<file path="src/rtl/mux_arb_pkg.sv">
// Shared constants and select/rotation helpers for the 4-requester round-robin mux arbiter.
package mux_arb_pkg;

    localparam int N_REQ = 4;
    localparam int SEL_W = 2;

    typedef enum logic {
        ST_IDLE  = 1'b0,
        ST_GRANT = 1'b1
    } arb_state_e;

    // One-hot grant to binary mux select; an all-zero grant maps to 0.
    function automatic logic [SEL_W-1:0] grant_to_sel(input logic [N_REQ-1:0] grant);
        logic [SEL_W-1:0] sel;
        sel = '0;
        for (int i = 0; i < N_REQ; i++) begin
            if (grant[i]) sel = SEL_W'(i);
        end
        return sel;
    endfunction

    function automatic logic [N_REQ-1:0] sel_to_onehot(input logic [SEL_W-1:0] sel);
        return N_REQ'(1) << sel;
    endfunction

    // First set bit of req searching upward from last+1, wrapping back to last itself.
    // Callers only use the result when req is non-zero.
    function automatic logic [SEL_W-1:0] rr_next(input logic [N_REQ-1:0] req,
                                                 input logic [SEL_W-1:0] last);
        logic [SEL_W-1:0] idx;
        logic [SEL_W-1:0] cand;
        logic             found;
        idx   = last;
        found = 1'b0;
        for (int i = 1; i <= N_REQ; i++) begin
            cand = last + SEL_W'(i);
            if (!found && req[cand]) begin
                idx   = cand;
                found = 1'b1;
            end
        end
        return idx;
    endfunction

endpackage

</file>
<file path="src/rtl/mux4_rr_arbiter_if.sv">
// Request/data/grant bundle between four requesters and the shared mux arbiter.
interface mux4_rr_arbiter_if #(
    parameter int DW = 1
);
    import mux_arb_pkg::*;

    logic [N_REQ-1:0] req;
    logic [DW-1:0]    d1;
    logic [DW-1:0]    d2;
    logic [DW-1:0]    d3;
    logic [DW-1:0]    d4;
    logic [N_REQ-1:0] grant;
    logic             I0;
    logic             I1;
    logic [DW-1:0]    Q;
    logic             q_valid;
    logic             busy;

    modport master (
        output req, d1, d2, d3, d4,
        input  grant, I0, I1, Q, q_valid, busy
    );

    modport slave (
        input  req, d1, d2, d3, d4,
        output grant, I0, I1, Q, q_valid, busy
    );

endinterface

</file>
<file path="src/rtl/mux4_datapath.sv">
// Combinational 4:1 select of d1..d4 by {I1,I0}; feeds the arbiter's Q register.
module mux4_datapath
    import mux_arb_pkg::*;
#(
    parameter int DW = 1
) (
    input  logic [SEL_W-1:0] sel,
    input  logic [DW-1:0]    d1,
    input  logic [DW-1:0]    d2,
    input  logic [DW-1:0]    d3,
    input  logic [DW-1:0]    d4,
    output logic [DW-1:0]    y
);

    always_comb begin
        unique case (sel)
            2'd0:    y = d1;
            2'd1:    y = d2;
            2'd2:    y = d3;
            default: y = d4;
        endcase
    end

endmodule

</file>
<file path="src/rtl/mux4_rr_arbiter.sv">
// Round-robin arbiter sharing one 4:1 mux; registered grant, select decode and Q/q_valid.
// Define HOLD_LIMIT_EN to cap a holder at MAX_HOLD consecutive cycles while others wait.
module mux4_rr_arbiter
    import mux_arb_pkg::*;
#(
    parameter int DW       = 1,
    parameter int MAX_HOLD = 8
) (
    input  logic                clk,
    input  logic                rst,
    mux4_rr_arbiter_if.slave    bus
);

    if (MAX_HOLD < 2 || MAX_HOLD > 255) begin : g_bad_max_hold
        $error("mux4_rr_arbiter: MAX_HOLD must be within 2..255");
    end

    arb_state_e       state_q, state_d;
    logic [N_REQ-1:0] grant_q, grant_d;
    logic [SEL_W-1:0] last_q, last_d;
    logic [SEL_W-1:0] sel_hold_q;
    logic [SEL_W-1:0] sel;
    logic [SEL_W-1:0] pick;
    logic             take;
    logic             busy;
    logic [DW-1:0]    mux_y;
    logic [DW-1:0]    q_q;
    logic             q_valid_q;

`ifdef HOLD_LIMIT_EN
    localparam logic [7:0] HOLD_LAST = 8'(MAX_HOLD - 1);
    logic [7:0]       hold_q, hold_d;
    logic [N_REQ-1:0] others;
    assign others = bus.req & ~sel_to_onehot(last_q);
`endif

    // last_q always names the current owner while in ST_GRANT.
    always_comb begin
        // NOTE: every output of this block gets a default first, so no path leaves one unassigned and no latch is inferred.
        state_d = state_q;
        grant_d = grant_q;
        last_d  = last_q;
        take    = 1'b0;
        pick    = last_q;
`ifdef HOLD_LIMIT_EN
        hold_d  = hold_q;
`endif
        unique case (state_q)
            ST_IDLE: begin
                if (|bus.req) begin
                    take = 1'b1;
                    pick = rr_next(bus.req, last_q);
                end
            end
            ST_GRANT: begin
                if (bus.req[last_q]) begin
`ifdef HOLD_LIMIT_EN
                    if (hold_q == HOLD_LAST) begin
                        if (|others) begin
                            take = 1'b1;
                            pick = rr_next(others, last_q);
                        end else begin
                            hold_d = '0;
                        end
                    end else begin
                        hold_d = hold_q + 8'd1;
                    end
`endif
                end else if (|bus.req) begin
                    take = 1'b1;
                    pick = rr_next(bus.req, last_q);
                end else begin
                    state_d = ST_IDLE;
                    grant_d = '0;
`ifdef HOLD_LIMIT_EN
                    hold_d  = '0;
`endif
                end
            end
            default: begin
                state_d = ST_IDLE;
                grant_d = '0;
            end
        endcase

        if (take) begin
            state_d = ST_GRANT;
            grant_d = sel_to_onehot(pick);
            last_d  = pick;
`ifdef HOLD_LIMIT_EN
            hold_d  = '0;
`endif
        end
    end

    // NOTE: state registers use non-blocking assignments so every flop samples pre-edge values.
    always_ff @(posedge clk or posedge rst) begin
        if (rst) begin
            state_q <= ST_IDLE;
            grant_q <= '0;
            last_q  <= SEL_W'(N_REQ - 1);
`ifdef HOLD_LIMIT_EN
            hold_q  <= '0;
`endif
        end else begin
            state_q <= state_d;
            grant_q <= grant_d;
            last_q  <= last_d;
`ifdef HOLD_LIMIT_EN
            hold_q  <= hold_d;
`endif
        end
    end

    // Select is decoded only from registers, so it moves at clock edges and holds while idle.
    assign busy = |grant_q;
    assign sel  = busy ? grant_to_sel(grant_q) : sel_hold_q;

    mux4_datapath #(.DW(DW)) u_datapath (
        .sel (sel),
        .d1  (bus.d1),
        .d2  (bus.d2),
        .d3  (bus.d3),
        .d4  (bus.d4),
        .y   (mux_y)
    );

    always_ff @(posedge clk or posedge rst) begin
        if (rst) begin
            sel_hold_q <= '0;
            q_q        <= '0;
            q_valid_q  <= 1'b0;
        end else begin
            q_valid_q <= busy;
            if (busy) begin
                sel_hold_q <= sel;
                q_q        <= mux_y;
            end
        end
    end

    assign bus.grant   = grant_q;
    assign bus.I0      = sel[0];
    assign bus.I1      = sel[1];
    assign bus.Q       = q_q;
    assign bus.q_valid = q_valid_q;
    assign bus.busy    = busy;

endmodule

</file>
<file path="src/flat_wrapper.sv">
// flat-port wrapper written by rule: the top's interface ports become plain ports
module mux4_rr_arbiter_flat import mux_arb_pkg::*;
#(
    parameter int DW       = 1,
    parameter int MAX_HOLD = 8
)
  (clk, rst, bus_req, bus_d1, bus_d2, bus_d3, bus_d4, bus_grant, bus_I0, bus_I1, bus_Q, bus_q_valid, bus_busy);
  mux4_rr_arbiter_if #(.DW(DW)) bus_i ();
  input  logic clk;
  input  logic rst;
  input wire logic [$bits(bus_i.req)-1:0] bus_req;
  input wire logic [$bits(bus_i.d1)-1:0] bus_d1;
  input wire logic [$bits(bus_i.d2)-1:0] bus_d2;
  input wire logic [$bits(bus_i.d3)-1:0] bus_d3;
  input wire logic [$bits(bus_i.d4)-1:0] bus_d4;
  output wire logic [$bits(bus_i.grant)-1:0] bus_grant;
  output wire logic [$bits(bus_i.I0)-1:0] bus_I0;
  output wire logic [$bits(bus_i.I1)-1:0] bus_I1;
  output wire logic [$bits(bus_i.Q)-1:0] bus_Q;
  output wire logic [$bits(bus_i.q_valid)-1:0] bus_q_valid;
  output wire logic [$bits(bus_i.busy)-1:0] bus_busy;
  assign bus_i.req = bus_req;
  assign bus_i.d1 = bus_d1;
  assign bus_i.d2 = bus_d2;
  assign bus_i.d3 = bus_d3;
  assign bus_i.d4 = bus_d4;
  assign bus_grant = bus_i.grant;
  assign bus_I0 = bus_i.I0;
  assign bus_I1 = bus_i.I1;
  assign bus_Q = bus_i.Q;
  assign bus_q_valid = bus_i.q_valid;
  assign bus_busy = bus_i.busy;
  mux4_rr_arbiter #(.DW(DW), .MAX_HOLD(MAX_HOLD)) u_core (.clk(clk), .rst(rst), .bus(bus_i));
endmodule
</file>
<file path="config.mk">
export PLATFORM = sky130hd
export DESIGN_NAME = mux4_rr_arbiter_flat
export DESIGN_NICKNAME = d
export VERILOG_FILES = /design/src/rtl/mux_arb_pkg.sv /design/src/rtl/mux4_rr_arbiter_if.sv /design/src/rtl/mux4_datapath.sv /design/src/rtl/mux4_rr_arbiter.sv /design/src/flat_wrapper.sv
export SDC_FILE = /design/constraint.sdc
export NUM_CORES = 1
export LEC_CHECK = 0
export BUFFER_PORTS_ARGS = -buffer_cell sky130_fd_sc_hd__buf_2
export CAP_MARGIN = 20
export CELL_PAD_IN_SITES_DETAIL_PLACEMENT = 1
export CELL_PAD_IN_SITES_GLOBAL_PLACEMENT = 1
export CORE_MARGIN = 3
export CORE_UTILIZATION = 40
export CTS_CLUSTER_SIZE = 8
export DETAILED_ROUTE_END_ITERATION = 6
export GPL_TIMING_DRIVEN = 0
export MAX_ROUTING_LAYER = met4
export PLACE_DENSITY = 0.82
export SYNTH_ARGS = -nofsm -noshare
export SYNTH_HDL_FRONTEND = slang
export SYNTH_HIERARCHICAL = 1
export SYNTH_SLANG_ARGS = --single-unit
</file>
<file path="constraint.sdc">
create_clock -name clk -period 5.17 [get_ports clk]
set_clock_uncertainty 0.1 [all_clocks]
set_input_delay 0.517 -clock clk [delete_from_list [all_inputs] [get_ports clk]]
set_output_delay 0.517 -clock clk [all_outputs]
set_load 0.005 [all_outputs]
</file>
==> results.cfg, run 1 <==
[cts]
ctsRootBufferMaster = clkbuf_4
clockBufferDepth = 2
cts_buffers = 3
ctsResizeCount = 0
clk_latency_ns = 0.27
cts_tree = built
cts_max_level = 1
cts_hold_buffers = 0
path_clk_slew_ns = 0.07
cts_setup_buffers = 0
numClockSinks = 11

[timing]
rsz0062_at_grt = false
hold_viol_final = 0
fmax_mhz = 494
tns_ns = 0
fin_crit_ns = 2.03
setup_viol_count_final = 0
slew_violations = 0
period_share_pct = 39.2
slew_headroom_pct = 69.0
worstMarginPinSlew_ns = 0.460

[detailed_routing]
drc = 0
wl_mm = 1.57
post_drt_wl_per_cell_um = 16.1
ant_nets = 0
drt_iter0_markers = 6
via_count = 537
viasPerCell = 5.48
detail_route.first_pass.iterations = 4

[placement]
place_congestion = 0.728
hpwl_mm = 1.27
portBuffers = 18
post_dp_cell_area_um2 = 758

[finish]
stdcell_area_um2 = 785
layout-drive-gt1-share_pct = 38.6
diodes = 0
areaGrowthSynthToFinish_pct = 20.8
fill_cells = 179
nets = 94

[floorplanning]
start_util_pct = 45.9
placement_rows = 13
dieArea_um2 = 2140
core_area_um2 = 1420
dieWidth_um = 46.3
ios = 19
die_y_um = 46.3

[yosys]
synth_top_cell_area_share_pct = 34.7
synth_enable_flop_cells = 0
synth_common_cells = 10 x nand2_1, 9 x dfrtp_1, 5 x inv_1
netlist_instances = 61
synthTopCellsByArea = dfrtp_1 35%, dfstp_2 8.1%, nand2_1 5.8%
yosysMostFrequentCell = nand2_1
ys.flop_type = dfrtp_1
yosysTopAreaCell = dfrtp_1
syn_area_per_cell_um2 = 10.6
async_flop_share_pct = 100
yosys_register_bits = 11
ys_warn_count = 6
synth.distinct_cells = 27
syn-num-nets = 71
synth_area_um2 = 649
seq_area_frac_synth_pct = 42.8

[global_route]
antenna_found_initial = 0
grt_max_degree = 12
grt_pass1_wl_mm = 2.52
grt_pass1_vias = 557
grt_usage_pct = 18.0
globalRoute.totalOverflow = 0

[worst_setup_path]
slowest_stage = dfstp_2
crit_chain = buf_6, mux2_4, a22oi_4, o211ai_4, xnor2_4, a32o_1
reg2reg_to = u_core/bus.grant[1]$_DFFE_PP0P_
cp-end-kind = register
timing_worst_setup_path_type = reg2reg
critPathTopFamily = compound AO/OA/AOI/OAI gates
worst_ep_required_time_ns = 5.22
reg2reg_from = u_core/last_q[0]$_DFFE_PP1P_
arrival_ns = 2.08
path_buf_inv = 1
critPathLaunch = u_core/last_q[0]$_DFFE_PP1P_
max_stage_delay_ns = 0.53
rrSetupSlack_ns = 3.14
crit_path_start_kind = register
cp_max_fo = 10
r2r_cells = 6
crit_end = u_core/bus.grant[1]$_DFFE_PP0P_
cp.depth = 6

[power]
power_density_nw_per_um2 = 667
p_switching_w = 0.000217
pwr-share-seq_pct = 29.6
power_frac_comb_pct = 59.4
power.share.clock_pct = 11.0
leakagePower_nw = 0.375
ir_drop_uv = 357
p_int_w = 0.000306
p_sw_share_pct = 41.5

[hold_path]
hold_path.class = in2async

[run_status]
status = complete, no violations

[job]
drv_cap = 0
[layout make-up]
type	instances	area [µm²]	share of cell area [%]
multi-input cells	43	338	43.1
clock buffers	4	26.3	3.35
well taps	15	18.8	2.39
inverters	6	22.5	2.87
flip-flops and latches	11	278	35.4
repair buffers	18	90.1	11.5
plain buffers	1	11.3	1.44
[flip-flops by register name, summed over array words and instances, names as in the netlist]
name and cells:
u_core/bus.grant 4, u_core/last_q 2, u_core/sel_hold_q 2, u_core/bus.Q 1, u_core/bus.q_valid 1, u_core/state_q 1
[per-stage QoR]
stage / util, % / hold slack, ns / setup WS (ns) / total power, W / cells
6_report: 55.4 / 0.124 / 3.14 / 0.000524 / 98
5_1_grt: 55.4 / 0.136 / 3.08 / 0.000570 / 98
4_1_cts: 55.4 / 0.125 / 3.15 / 0.000529 / 98
3_5_place_dp: 53.6 / 0.377 / 3.15 / 0.000468 / 94
3_3_place_gp: 53.6 / 0.353 / 3.18 / 0.000451 / 94
2_1_floorplan: - / 0.268 / 3.27 / 0.000380 / 61
[cell families after synthesis]
logic type / share of synthesized area (%)
and+or+nand+nor: 14.1
DFF: 42.8
muxes: 9.83
buffers and inverters: 5.20
xor gates and xnor gates: 4.24
AOI/OAI and AO/OA: 23.9
[layer usage]
layer | GRT usage, % | wire, µm | share of wire, %
met4 | 6.82 | 36 | 2.3
met3 | 7.42 | 62 | 3.9
met2 | 26.1 | 733 | 47
met5 | - | 0 | 0
met1 | 22.0 | 740 | 47
[how the worst min path moves through the flow]
stage | start | endpoint | slack [ns]
2_1_floorplan | rst | u_core/bus.Q$_DFFE_PP0N_ | 0.27
3_3_place_gp | u_core/sel_hold_q[1]$_DFFE_PP0N_ | u_core/sel_hold_q[1]$_DFFE_PP0N_ | 0.35
3_5_place_dp | u_core/sel_hold_q[1]$_DFFE_PP0N_ | u_core/sel_hold_q[1]$_DFFE_PP0N_ | 0.38
4_1_cts | rst | u_core/sel_hold_q[0]$_DFFE_PP0N_ | 0.12
5_1_grt | rst | u_core/sel_hold_q[0]$_DFFE_PP0N_ | 0.14
6_report | rst | u_core/sel_hold_q[0]$_DFFE_PP0N_ | 0.12
[power by group through the flow]
stage	clock [W]	combinational [W]	sequential, W
after global routing	0.0000665	0.000344	0.000160
after CTS	0.0000605	0.000313	0.000155
after detailed placement	0	0.000311	0.000157
after floorplan	0	0.000227	0.000153
after global placement	0	0.000296	0.000155
final	0.0000577	0.000311	0.000155
[placed cells by master, fill, tap and decap left out, types with 2 or more instances in the layout]
cell,count
o21ai_1,2
a32o_1,2
a311oi_1,2
mux2_4,2
nand2_1,10
clkbuf_4,3
and2_1,2
inv_1,5
a21oi_1,2
buf_2,18
o21bai_1,2
o21ai_0,2
nor3b_1,2
dfrtp_1,9
nor2_1,4
dfstp_2,2
Note: power is estimated with default switching activity, not from simulation.
==> run 2: changes to the inputs <==
Settings changed: CORE_UTILIZATION 40 to 33, PLACE_DENSITY 0.82 to 0.72.
Clock period 5.17 ns to 1.7 ns, I/O delays scaled along.
==> run 2 against run 1 <==
Net effect: maximum frequency grew 5.9%; critical path type unchanged; die area grew 18%; non-clock buffer count increased by 6; the run now ends with negative setup slack left; largest power group unchanged.
==> results.cfg, run 2 (synthesis results as in run 1) <==
[floorplanning]
core_area_um2 = 1780
start_util_pct = 36.4
placement_rows = 15
die_y_um = 50.4
ios = 19
dieArea_um2 = 2540
dieWidth_um = 50.4

[worst_setup_path]
arrival_ns = 1.97
timing_worst_setup_path_type = reg2reg
worst_ep_required_time_ns = 1.76
cp_max_fo = 6
r2r_cells = 6
cp-end-kind = register
crit_path_start_kind = register

[detailed_routing]
drt_iter0_markers = 6
ant_nets = 0
drc = 0
post_drt_wl_per_cell_um = 13.1
viasPerCell = 4.89
wl_mm = 1.49
via_count = 558
detail_route.first_pass.iterations = 4

[hold_path]
hold_path.class = in2reg
whs_path_depth = 3

[power]
power_density_nw_per_um2 = 2020
ir_drop_uv = 937
leakagePower_nw = 0.416

[timing]
worstMarginPinSlew_ns = 0.457
fmax_mhz = 523
fin_crit_ns = 1.91
period_share_pct = 113
slew_violations = 0
slew_headroom_pct = 69.3
hold_viol_final = 0
setup_viol_count_final = 5
rsz0062_at_grt = true
setup_slack_ns = -0.214
tns_ns = -0.807

[finish]
final_cell_mix = 18 x buf_2, 10 x nand2_1, 9 x dfrtp_1, 5 x buf_4, 5 x inv_1
stdcell_area_um2 = 866
diodes = 0
fill_cells = 221
final_common_cell = buf_2
areaGrowthSynthToFinish_pct = 33.3
layout-drive-gt1-share_pct = 46.1
largest_register_ffs = 4
nets = 100

[placement]
hpwl_mm = 1.17
portBuffers = 18
place_congestion = 0.738
post_dp_cell_area_um2 = 771

[job]
drv_cap = 0

[global_route]
grt_max_degree = 12
grt_pass1_vias = 538
grt_pass1_wl_mm = 2.46
globalRoute.totalOverflow = 0
antenna_found_initial = 0
grt_usage_pct = 13.7

[cts]
path_clk_slew_ns = 0.07
numClockSinks = 11
cts_max_level = 1
ctsRootBufferMaster = clkbuf_4
cts_tree = built
clk_latency_ns = 0.27
cts_buffers = 3
clockBufferDepth = 2

[run_status]
status = finished, violations left
violations = negative setup slack
run 2: critical path, stage by stage, from the launching register on:
cell and delay (ns):
dfstp_2 0.54, buf_8 0.11, mux2_4 0.32, a22oi_4 0.21, o211ai_4 0.13, xnor2_4 0.17
a32o_1 0.23
run 2: cell type report:
| cell class | count | area [µm²] | share of cell area [%] |
|---|---|---|---|
| Multi-Input combinational cell | 43 | 355 | 41.0 |
| Inverter | 6 | 22.5 | 2.60 |
| Tap cell | 25 | 31.3 | 3.61 |
| Sequential cell | 11 | 278 | 32.1 |
| Buffer | 1 | 15.0 | 1.73 |
| Clock buffer | 4 | 26.3 | 3.03 |
| Timing Repair Buffer | 24 | 138 | 15.9 |
run 2: final timing paths:
| kind | end | startpoint | slack, ns |
|---|---|---|---|
| max | u_core/bus.grant[3]$_DFFE_PP0P_ | u_core/last_q[0]$_DFFE_PP1P_ | -0.21 |
| min in group asynchronous | u_core/bus.grant[0]$_DFFE_PP0P_ | rst | 0.33 |
| max reg2reg | u_core/bus.grant[3]$_DFFE_PP0P_ | u_core/last_q[0]$_DFFE_PP1P_ | -0.21 |
| max in group asynchronous | u_core/last_q[1]$_DFFE_PP1P_ | rst | 0.85 |
| min | u_core/state_q$_DFF_PP0_ | bus_req[0] | 0.1 |
| min reg2reg | u_core/sel_hold_q[1]$_DFFE_PP0N_ | u_core/sel_hold_q[1]$_DFFE_PP0N_ | 0.38 |
run 2: stage by stage:
stage / power, W / setup WS, ns / hold WS, ns / cells / utilization (%)
2_1_floorplan: 0.00116 / -0.177 / -0.0790 / 61 / -
6_report: 0.00175 / -0.214 / 0.0988 / 114 / 48.6
4_1_cts: 0.00169 / -0.267 / 0.0653 / 112 / 47.2
5_1_grt: 0.00191 / -0.284 / 0.0961 / 114 / 48.6
3_5_place_dp: 0.00141 / -0.277 / 0.0849 / 104 / 43.2
3_3_place_gp: 0.00137 / -0.267 / 0.0762 / 104 / 43.2
run 2: timing repair:
item,4_1_cts,5_1_grt
setup buffers,3,2
hold buffers,1,0
endpoints found under the setup margin,6,6
gates resized for setup,3,4
pin swaps,2,3
hold endpoints to repair,9,0
run 2: layer usage:
layer | track usage (%) | wire, µm
met1 | 16.2 | 644
met2 | 21.5 | 790
met3 | 5.34 | 59
met4 | 4.04 | 0
met5 | - | 0
run 2: power breakdown:
part           total (W)  switching [W]  internal [W]  leakage, nW
clock network   0.000176      0.0000848     0.0000908       0.0150
registers       0.000478      0.0000820      0.000396        0.127
logic            0.00110       0.000514      0.000584        0.274
total            0.00175       0.000681       0.00107        0.416
==> run 3: changes to the inputs <==
Settings changed: CORE_ASPECT_RATIO set to 1.25, CTS_CLUSTER_DIAMETER set to 120.
==> run 3 against run 2 <==
Net effect: the flow still finishes with violations (negative setup slack); core utilization decreased by 2.5 points; global-route usage fell by 1.0 points; wire length decreased by 5.4%; cell count decreased by 7.9%; sequential share of layout area up 1.3 points; power down 6.7%; sequential cell count is the same; clock power fell by 4%; cell area decreased by 3.9%; clock-buffer cell count stayed put.
==> results.cfg, run 3 (synthesis results as in run 1) <==
[cts]
clockBufferDepth = 2
ctsRootBufferMaster = clkbuf_4
clk_latency_ns = 0.26
cts_max_level = 1
cts_tree = built
numClockSinks = 11
path_clk_slew_ns = 0.07
cts_buffers = 3

[global_route]
globalRoute.totalOverflow = 0
grt_usage_pct = 12.7
grt_pass1_wl_mm = 2.35
grt_max_degree = 12
grt_pass1_vias = 557
antenna_found_initial = 0

[detailed_routing]
drt_iter0_markers = 3
via_count = 531
post_drt_wl_per_cell_um = 13.4
drc = 0
ant_nets = 0
viasPerCell = 5.06
detail_route.first_pass.iterations = 4
wl_mm = 1.41

[floorplanning]
die_y_um = 55.6
dieWidth_um = 45.7
start_util_pct = 35.9
dieArea_um2 = 2540
placement_rows = 17
ios = 19
core_area_um2 = 1810

[finish]
final_common_cell = buf_2
multiInputGateArea_um2 = 352
final_cell_mix = 18 x buf_2, 10 x nand2_1, 9 x dfrtp_1, 5 x inv_1
diodes = 0
fill_cells = 217
register_area_um2 = 278
layout-drive-gt1-share_pct = 43.0
largest_register_ffs = 4
nets = 97
areaGrowthSynthToFinish_pct = 28.1

[timing]
rsz0062_at_grt = true
slew_headroom_pct = 68.8
setup_slack_ns = -0.224
tns_ns = -0.755
fin_crit_ns = 1.92
hold_viol_final = 0
period_share_pct = 113
worstMarginPinSlew_ns = 0.463
fmax_mhz = 520
slew_violations = 0
setup_viol_count_final = 5

[run_status]
status = finished, violations left
violations = negative setup slack

[worst_setup_path]
arrival_ns = 1.97
crit_path_start_kind = register
cp_max_fo = 6
timing_worst_setup_path_type = reg2reg
cp-end-kind = register
worst_ep_required_time_ns = 1.75

[power]
leakagePower_nw = 0.398
total_power_w = 0.00163
power_density_nw_per_um2 = 1960
ir_drop_uv = 960

[job]
drv_cap = 0

[placement]
hpwl_mm = 1.11
place_congestion = 0.713
portBuffers = 18

[hold_path]
hold_path.class = in2reg
## run 3: cell count changes in the layout (fill, tap and decap cells not counted)
cell / change
o21ai_2: -1
buf_4: -3
and2_1: +1
nor2_1: -1
o21ai_1: +1
and2_4: -1
nor2_2: +1
## run 3: metal layers
layer	up-vias	track usage (%)	part of all wire (%)
li1	268	-	-
met2	17	21.6	52
met1	244	13.7	40
met4	0	5.86	0.42
met3	2	1.94	6.8
met5	-	-	0
## run 3: final timing paths
kind,start,to,slack [ns],cells after the start
min in group asynchronous,rst,u_core/sel_hold_q[1]$_DFFE_PP0N_,0.37,3
worst max-delay path,u_core/last_q[0]$_DFFE_PP1P_,u_core/bus.grant[1]$_DFFE_PP0P_,-0.22,6
worst min-delay path,bus_req[2],u_core/state_q$_DFF_PP0_,0.1,3
max in group asynchronous,rst,u_core/last_q[0]$_DFFE_PP1P_,0.80,3
worst min register to register,u_core/sel_hold_q[1]$_DFFE_PP0N_,u_core/sel_hold_q[1]$_DFFE_PP0N_,0.37,2
worst max register to register,u_core/last_q[0]$_DFFE_PP1P_,u_core/bus.grant[1]$_DFFE_PP0P_,-0.22,6
## run 3: metrics by stage
step	instance area [µm²]	hold WS, ns	std cells	setup slack, ns	util [%]
after floorplan	649	-0.0790	61	-0.177	-
after global placement	763	0.0779	98	-0.261	42.2
after detailed placement	763	0.0815	98	-0.275	42.2
after CTS	830	0.0855	105	-0.264	45.9
after global routing	832	0.113	105	-0.294	46.0
final	832	0.0976	105	-0.224	46.0
## run 3: worst max-delay path, stage by stage, from the launching register on
cell	delay, ns
dfstp_2	0.55
buf_8	0.12
mux2_4	0.31
a22oi_4	0.22
o211ai_4	0.13
xnor2_4	0.17
a32o_1	0.22
## run 3: final cells by class
type                    instances  area share [%]
repair buffers                 21            13.8
multi-input cells              43            42.3
flip-flops and latches         11            33.4
well taps                      19            2.86
inverters                       6            2.71
plain buffers                   1            1.80
clock buffers                   4            3.16
## run 3: repair_timing
item | in CTS | in global routing
endpoints found under the hold margin | 9 | 0
hold buffers | 1 | 0
pin swaps | 2 | 2
setup endpoints to repair | 6 | 7
setup buffers | 2 | 0
resized for setup | 4 | 2
## run 3: power by group
group / switching (W) / total, W / internal, W
combinational: 0.000478 / 0.000983 / 0.000506
sequential: 0.0000841 / 0.000480 / 0.000396
clock: 0.0000789 / 0.000169 / 0.0000906
